==> config.mk <==
export PLATFORM = sky130hd
export DESIGN_NAME = cic_comp_fir
export DESIGN_NICKNAME = d
export VERILOG_FILES = /design/src/rtl/cic_comp_fir.sv
export SDC_FILE = /design/constraint.sdc
export NUM_CORES = 1
export LEC_CHECK = 0
export BUFFER_PORTS_ARGS = -buffer_cell sky130_fd_sc_hd__buf_2
export CORE_UTILIZATION = 35
export DETAILED_ROUTE_END_ITERATION = 6
export HOLD_SLACK_MARGIN = 0.15
export SYNTH_ARGS = -nofsm -noshare
export SYNTH_HDL_FRONTEND = slang
export SYNTH_SLANG_ARGS = --single-unit
==> constraint.sdc <==
create_clock -name clk -period 13.4 [get_ports clk]
set_input_delay 0 -clock clk [delete_from_list [all_inputs] [get_ports clk]]
set_output_delay 0 -clock clk [all_outputs]
set_load 0.1 [all_outputs]
==> src/rtl/cic_comp_fir.sv <==
// cic_comp_fir: 5-tap symmetric compensation FIR for the CIC decimator output.
// Each rising edge of d_clk loads one sample into the delay line. One shared
// multiply-accumulate unit then runs for 5 clk cycles. The rounded result is
// presented on d_out, and d_valid pulses for one clk cycle.
// Build option: define CIC_COMP_SAT_EN to clamp the result to the WIDTH range.
// Without it, the result wraps to WIDTH bits.
module cic_comp_fir #(
  parameter int WIDTH = 8,
  parameter int SHIFT = 9,
  parameter int ACC_W = 24
) (
  input  logic                    clk,
  input  logic                    rst,
  input  logic signed [WIDTH-1:0] d_in,
  input  logic                    d_clk,
  output logic signed [WIDTH-1:0] d_out,
  output logic                    d_valid,
  output logic                    busy,
  output logic                    overrun
);

  typedef enum logic [1:0] {
    IDLE = 2'd0,
    MAC  = 2'd1,
    OUT  = 2'd2
  } state_t;

  // Half an output LSB, added before the right shift so that rounding is half-up.
  localparam logic signed [ACC_W-1:0] RND_C = ACC_W'(32'sd1 <<< (SHIFT - 1));

  state_t                   state_r;
  state_t                   next_state_s;
  logic signed [WIDTH-1:0]  line_r [0:4];
  logic signed [ACC_W-1:0]  acc_r;
  logic [2:0]               k_r;
  logic                     d_clk_q_r;
  logic                     armed_r;
  logic                     ev_s;
  logic signed [WIDTH-1:0]  tap_s;
  logic signed [11:0]       coef_s;
  logic signed [WIDTH+11:0] prod_s;
  logic signed [ACC_W-1:0]  prod_ext_s;
  logic signed [ACC_W-1:0]  r_s;
  logic signed [WIDTH-1:0]  d_out_r;
  logic                     d_valid_r;
  logic                     busy_r;
  logic                     overrun_r;

  // The kernel is symmetric. Its taps sum to 512, so it has unity DC gain after the shift.
  function automatic logic signed [11:0] coef(input logic [2:0] idx);
    case (idx)
      3'd0:    coef = 12'sd16;
      3'd1:    coef = -12'sd64;
      3'd2:    coef = 12'sd608;
      3'd3:    coef = -12'sd64;
      3'd4:    coef = 12'sd16;
      default: coef = 12'sd0;
    endcase
  endfunction

`ifdef CIC_COMP_SAT_EN
  localparam logic signed [ACC_W-1:0] SAT_MAX_C = ACC_W'((32'sd1 <<< (WIDTH - 1)) - 32'sd1);
  localparam logic signed [ACC_W-1:0] SAT_MIN_C = ACC_W'(-(32'sd1 <<< (WIDTH - 1)));

  // Clamp the rounded result to the signed WIDTH range.
  function automatic logic signed [WIDTH-1:0] narrow(input logic signed [ACC_W-1:0] v);
    if (v > SAT_MAX_C) begin
      narrow = SAT_MAX_C[WIDTH-1:0];
    end else if (v < SAT_MIN_C) begin
      narrow = SAT_MIN_C[WIDTH-1:0];
    end else begin
      narrow = v[WIDTH-1:0];
    end
  endfunction
`else
  // Keep the low WIDTH bits of the rounded result, so out-of-range values wrap around.
  function automatic logic signed [WIDTH-1:0] narrow(input logic signed [ACC_W-1:0] v);
    narrow = v[WIDTH-1:0];
  endfunction
`endif

  // Detect a rising edge of d_clk. armed_r suppresses a d_clk that was already high when reset was released.
  always_comb begin
    ev_s = d_clk & ~d_clk_q_r & armed_r;
  end

  // Select the current delay-line tap and coefficient, and form their sign-extended product.
  always_comb begin
    case (k_r)
      3'd0:    tap_s = line_r[0];
      3'd1:    tap_s = line_r[1];
      3'd2:    tap_s = line_r[2];
      3'd3:    tap_s = line_r[3];
      3'd4:    tap_s = line_r[4];
      default: tap_s = '0;
    endcase
    coef_s     = coef(k_r);
    prod_s     = tap_s * coef_s;
    prod_ext_s = ACC_W'(prod_s);
    r_s        = (acc_r + RND_C) >>> SHIFT;
  end

  // Next-state logic for the IDLE -> MAC (5 cycles) -> OUT sequence.
  always_comb begin
    next_state_s = state_r;
    case (state_r)
      IDLE: begin
        if (ev_s) begin
          next_state_s = MAC;
        end else begin
          next_state_s = IDLE;
        end
      end
      MAC: begin
        if (k_r == 3'd4) begin
          next_state_s = OUT;
        end else begin
          next_state_s = MAC;
        end
      end
      OUT:     next_state_s = IDLE;
      default: next_state_s = IDLE;
    endcase
  end

  // State register.
  always_ff @(posedge clk or posedge rst) begin
    if (rst) begin
      state_r <= IDLE;
    end else begin
      state_r <= next_state_s;
    end
  end

  // Datapath: sample capture, MAC accumulation, output register and status flags.
  always_ff @(posedge clk or posedge rst) begin
    if (rst) begin
      for (int j = 0; j < 5; j++) begin
        line_r[j] <= '0;
      end
      acc_r     <= '0;
      k_r       <= 3'd0;
      d_clk_q_r <= 1'b0;
      armed_r   <= 1'b0;
      d_out_r   <= '0;
      d_valid_r <= 1'b0;
      busy_r    <= 1'b0;
      overrun_r <= 1'b0;
    end else begin
      d_clk_q_r <= d_clk;
      armed_r   <= armed_r | ~d_clk;
      d_valid_r <= 1'b0;
      busy_r    <= (next_state_s != IDLE);
      if (ev_s && (state_r != IDLE)) begin
        overrun_r <= 1'b1;
      end
      case (state_r)
        IDLE: begin
          if (ev_s) begin
            for (int j = 4; j > 0; j--) begin
              line_r[j] <= line_r[j-1];
            end
            line_r[0] <= d_in;
            acc_r     <= '0;
            k_r       <= 3'd0;
          end
        end
        MAC: begin
          acc_r <= acc_r + prod_ext_s;
          k_r   <= k_r + 3'd1;
        end
        OUT: begin
          d_out_r   <= narrow(r_s);
          d_valid_r <= 1'b1;
        end
        default: begin
          acc_r <= '0;
        end
      endcase
    end
  end

  assign d_out   = d_out_r;
  assign d_valid = d_valid_r;
  assign busy    = busy_r;
  assign overrun = overrun_r;

endmodule

=== Yosys cells after proc, flatten, opt, wreduce, memory -nomap -nowiden ===
Index checks and enable logic that the tools add are counted.

* Input bits: 11
* Flip-flop bits (word level): 82

* Muxes and demuxes: 10
* Eq/ne operators: 7
* Multiply operators: 1
* Reductions and logical operators: 11
* $add $sub $neg: 3
* Bitwise gates (word level): 6

{| class="wikitable"
|+ Operators with widths
! cell !! number
|-
| $pmux W24 S3 || 1
|-
| $pmux W8 S5 || 1
|-
| $pmux W12 S3 || 1
|-
| $add A24 B20 Y24 || 1
|-
| $mux W24 || 1
|-
| $mul A8 B12 Y20 || 1
|-
| $add A17 B10 Y17 const B || 1
|-
| $eq A3 B2 Y1 const B || 2
|-
| $pmux W3 S2 || 1
|-
| $reduce_and A2 Y1 || 3
|-
| $reduce_bool A2 Y1 || 3
|-
| $pmux W2 S2 || 1
|-
| $reduce_or A2 Y1 || 2
|-
| $add A3 B1 Y3 const B || 1
|-
| $eq A3 B1 Y1 const B || 1
|-
| $eq A3 B3 Y1 const B || 1
|-
| $logic_not A3 Y1 || 1
|-
| $mux W3 || 1
|-
| $not A1 Y1 || 3
|-
| $and A1 B1 Y1 || 2
|-
| $eq A2 B1 Y1 const B || 1
|-
| $eq A2 B2 Y1 const B || 1
|-
| $logic_not A2 Y1 || 1
|-
| $mux W1 || 2
|-
| 4 further kinds || 4
|}

=== Longest topological paths before layout ===
* Depth after elaboration: 6
* Gate-level depth with buffers: 26
* Gate-level depth less buffers: 25

=== Worst setup path before layout ===
No wires, ideal clock.

* Path type: register -> register
* Start point: reg k_r[2]
* End point: reg acc_r[14]
* Setup slack: 7.610 ns
* Arrival time: 5.707 ns
* Period minus slack after synthesis: 5.790 ns
* Stages on the path, launching flop included: 24
* Path through: dfrtp_1 buf_2 inv_1 ha_1 clkbuf_1 nand2_1 and4_1 nor2_1 fa_1 fa_1 inv_1 fa_1 inv_1 fa_1 ha_1 ha_1 inv_1 fa_1 nor2b_1 o21ai_1 a21oi_1 nor2_1 xor2_1 o21ai_0

* Longest elaborated chain between the ends: 6

{| class="wikitable"
|+ RTL lines
! what !! RTL line !! source
|-
| start: declaration || 35 || <nowiki>logic [2:0] k_r;</nowiki>
|-
| start signal: assignment || 170 || <nowiki>k_r <= k_r + 3'd1;</nowiki>
|-
| $eq A3 B3 Y1, or another cell as far along || 51, 89 ||
|-
| $reduce_or A2 Y1 (no source line) || - ||
|-
| $pmux W12 S3 || 51 || <nowiki>case (idx)</nowiki>
|-
| $mul A8 B12 Y20 (*) || 98 || <nowiki>prod_s = tap_s * coef_s;</nowiki>
|-
| $add A24 B20 Y24 (*) || 169 || <nowiki>acc_r <= acc_r + prod_ext_s;</nowiki>
|-
| $pmux W24 S3 (*) || 157 || <nowiki>case (state_r)</nowiki>
|-
| end signal: assignment || 169 ||
|-
| end: declaration || 34 || <nowiki>logic signed [ACC_W-1:0] acc_r;</nowiki>
|}

Every way passes the cells marked *; elsewhere a longest branch is shown, timed or not.
A chain may end at the register's enable or synchronous reset.

=== Worst setup path after layout ===
* Start point: reg k_r[0]
* End point: reg acc_r[16]

Same word-level chain as after synthesis.

==> impl_metrics.sql <==
INSERT INTO impl_metrics (metric_group, metric, value, unit) VALUES
('sta', 'slew_headroom', '30.8', '%'),
('yosys', 'post_synth_num_cell_types', '43', ''),
('worst_setup_path', 'worst-setup-path-type', 'reg2reg', ''),
('job', 'max_cap_violations', '0', ''),
('worst_setup_path', 'startpoint_type', 'flop', ''),
('worst_setup_path', 'crit_path_cell_trace', 'inv_1, ha_1, nor2b_1, nand2_1, and4_1, nor2_1, fa_1, fa_1, inv_1, fa_1, inv_1, fa_1, ha_1, ha_1, inv_1, fa_1, nor2b_1, o21ai_1, a21oi_1, o41ai_4, xnor2_1, o21ai_1', ''),
('place', 'io_buffers', '21', ''),
('clock_network', 'htree_levels', '3', ''),
('layout', 'nets', '604', ''),
('die', 'core', '14600', 'µm²'),
('routing', 'drt_wl_cell', '14.3', 'µm'),
('layout', 'diodes', '0', ''),
('min_path', 'worst_hold_path_type', 'in2reg', ''),
('sta', 'timing.final.crit_period', '6.64', 'ns'),
('yosys', 'synth_seq_cells', '71', ''),
('yosys', 'netlist_instances', '472', ''),
('layout', 'layout_cell_share_with_drive_strength_beyond_1', '18.2', '%'),
('routing', 'vias', '3313', ''),
('yosys', 'synth_edf_count', '0', ''),
('die', 'io-pin-count', '22', ''),
('routing', 'detail_route.first_pass.iterations', '4', ''),
('routing', 'route.detailed.vias_per_inst', '4.81', ''),
('die', 'dieHeight', '124', 'µm'),
('routing', 'drtIter0Drc', '164', ''),
('clock_network', 'tritoncts_num_sinks', '71', ''),
('yosys', 'synthFlopType', 'sky130_fd_sc_hd__dfrtp_1', ''),
('die', 'die_area', '15500', 'µm²'),
('worst_setup_path', 'critPathSlowestCell', 'sky130_fd_sc_hd__nor2b_1', ''),
('sta', 'rsz0062_at_grt', 'no', ''),
('yosys', 'ys_warn_count', '0', ''),
('yosys', 'synth_fp_nets', '575', ''),
('die', 'row_count', '44', ''),
('status', 'outcome', 'completed', ''),
('layout', 'finalNonFillerCells', '689', ''),
('worst_setup_path', 'timing.critical_path.from', 'k_r[0]$_DFFE_PP0P_', ''),
('sta', 'min_period_over_period', '49.6', '%'),
('worst_setup_path', 'critical_path_s_most_frequent_cell', 'sky130_fd_sc_hd__fa_1', ''),
('yosys', 'total_standard_cell_area_after_synthesis', '5250', 'µm²'),
('clock_network', 'clk_root_buffer_cell', 'sky130_fd_sc_hd__clkbuf_16', ''),
('sta', 'final_sum_of_negative_setup_slack', '0', 'ns'),
('clock_network', 'post-cts-setup-buffers', '0', ''),
('die', 'initial_standard_cell_utilization_of_the_core', '36.0', '%'),
('clock_network', 'path_clk_slew', '0.06', 'ns'),
('global_route', 'grt_pass1_vias', '3653', ''),
('sta', 'worst_clock_skew', '0.00822', 'ns'),
('place', 'dpl.cell_count', '664', ''),
('global_route', 'globalRoute.totalOverflow', '0', ''),
('clock_network', 'tritoncts', 'yes', ''),
('worst_setup_path', 'timing.rr.start', 'k_r[0]$_DFFE_PP0P_', ''),
('worst_setup_path', 'timing.critical_path.fanout_max', '11', ''),
('worst_setup_path', 'crit_path_max_incr_delay', '0.76', 'ns'),
('sta', 'timing.final.setup_violations', '0', ''),
('global_route', 'largest_net_degree_at_the_start_of_global_routing', '72', ''),
('clock_network', 'tritoncts.num_buffers', '9', ''),
('sta', 'maxClockFrequency', '151', 'MHz'),
('min_path', 'min-delay-start', 'd_clk', ''),
('routing', 'route.antenna.remaining_nets', '0', ''),
('worst_setup_path', 'worst_setup_path_end_kind', 'flop', ''),
('global_route', 'grt_antenna_before_repair', '0', ''),
('global_route', 'global_route_wire_length_before_repair', '17500', 'µm'),
('place', 'finalWeightedCongestion', '0.810', ''),
('routing', 'drcViolationCount', '0', ''),
('place', 'dp.final_hpwl', '7630', 'µm'),
('layout', 'area_growth', '12.5', '%'),
('yosys', 'syn_area_per_cell', '11.1', 'µm²'),
('worst_setup_path', 'critPathArrivalTime', '6.85', 'ns'),
('sta', 'max_slew.worst_pin.slew', '1.04', 'ns'),
('worst_setup_path', 'worstPathRequired', '13.61', 'ns'),
('die', 'die_w', '124', 'µm'),
('clock_network', 'worst_skew_pair.late_latency', '0.34', 'ns'),
('routing', 'detail_route.wirelength', '9850', 'µm'),
('sta', 'final-hold-violation-count', '0', ''),
('yosys', 'synthArstFlopShare', '100', '%'),
('clock_network', 'cts-resized-gates', '0', ''),
('sta', 'max_slew_vio_count', '0', ''),
('layout', 'final.fill_count', '1420', ''),
('global_route', 'groute.usage.overall', '14.3', '%'),
('yosys', 'synth_seq_area_share', '33.8', '%'),
('clock_network', 'cts.path.max_buffers', '2', '');
-- metrics by stage --
stage / cell area [µm²] / utilization (%) / setup WS, ns / hold slack, ns
global placement: 5530 / 37.9 / 6.92 / 0.136
CTS: 5910 / 40.5 / 6.67 / 0.326
finish: 5910 / 40.5 / 6.76 / 0.344
floorplan: 5250 / - / 7.61 / 0.0314
global route: 5910 / 40.5 / 6.16 / 0.367
detailed placement: 5530 / 37.9 / 6.68 / 0.149
-- area by class of cell --
class,count,area [µm²],share of cell area [%]
clock buffer,10,239,4.05
clock inverter,5,33.8,0.572
inverter,65,244,4.13
multi-input combinational,321,3160,53.5
sequential,71,1780,30.1
tap,184,230,3.90
timing repair buffer,33,220,3.73
-- cells by family after synthesis --
group                    Yosys count  share of synthesized area (%)
AND/OR/NAND/NOR                  101                           8.70
adder cells (fa/ha/maj)           92                           29.8
buffers and inverters             80                           5.93
flip-flops                        71                           33.8
AO/OA/AOI/OAI                     55                           7.27
multiplexers                      49                           10.5
XOR/XNOR                          24                           4.00
-- cell usage in the layout, fill, tap and decap left out, drive strengths merged, types with 2 or more instances in the layout --
cell          n
dlygate4sd3  10
nand2        47
buf          23
clkinvlp      2
a21oi        10
nand3         5
a21boi        2
a31oi         2
inv          66
nand2b        6
a222oi        5
a22o          4
xnor2        17
fa           55
clkbuf       10
and2          3
nand4         2
and4          2
dfrtp        71
o22ai         2
ha           37
a21o          2
nor2         22
o21ai        22
mux2         48
clkinv        2
and3          5
nor2b         5
xor2          7
-- layer usage --
layer	vias up	part of all wire, %	track usage (%)
met5	-	0	0
met4	0	1.5	5.10
li1	1603	-	-
met1	1656	48	18.4
met2	45	48	23.6
met3	9	2.8	3.18
-- repair_timing --
action                                  4_1_cts  5_1_grt
hold buffers                                 10        0
endpoints found under the setup margin        0        0
endpoints found under the hold margin        83        0
-- flip-flops by register name, indices dropped and copies added, names as in the netlist --
name / cells
acc_r: 13
armed_r: 1
busy: 1
d_clk_q_r: 1
d_out: 8
d_valid: 1
k_r: 3
line_r: 40
overrun: 1
state_r: 2
-- final timing paths --
path,cells after the start,to,slack (ns)
min in group asynchronous,4,k_r[2]$_DFFE_PP0P_,0.48
worst max register to register,22,acc_r[16]$_DFFE_PP0P_,6.76
worst max-delay path,22,acc_r[16]$_DFFE_PP0P_,6.76
max in group asynchronous,4,line_r[4]$_DFFE_PP0P_,12.34
worst min-delay path,2,d_clk_q_r$_DFF_PP0_,0.34
worst min register to register,1,armed_r$_DFF_PP0_,0.46
-- critical path, delay by kind of cell (launching register included) --
family	cells	cell delay, ns
flip-flops	1	0.42
adder cells (fa/ha/maj)	8	3.09
AND/OR/NAND/NOR	5	2.03
buffers and inverters	4	0.25
XOR/XNOR	1	0.16
AO/OA/AOI/OAI	4	0.52
-- cell usage after synthesis, drive strengths merged, types with 2 or more instances --
cell type  instances  area (µm²)
a222oi             5        50.1
and3               5        31.3
a21o               2        15.0
xnor2             17         149
fa                55        1100
nand2             47         176
ha                37         463
o21ai             22         114
and4               2        17.5
nor2              22        82.6
nor2b              5        31.3
a31oi              2        12.5
buf                9        45.0
nand3              5        25.0
dfrtp             71        1780
a21oi             10        50.1
inv               65         244
nand4              2        12.5
nand2b             6        37.5
and2               3        18.8
clkbuf             6        22.5
mux2              48         541
a21boi             2        18.8
o22ai              2        18.8
xor2               7        61.3
a22o               4        35.0
Power is left out: the tool's default activity adds up to more than one toggle a clock period on the data nets, which glitch-free logic cannot reach.
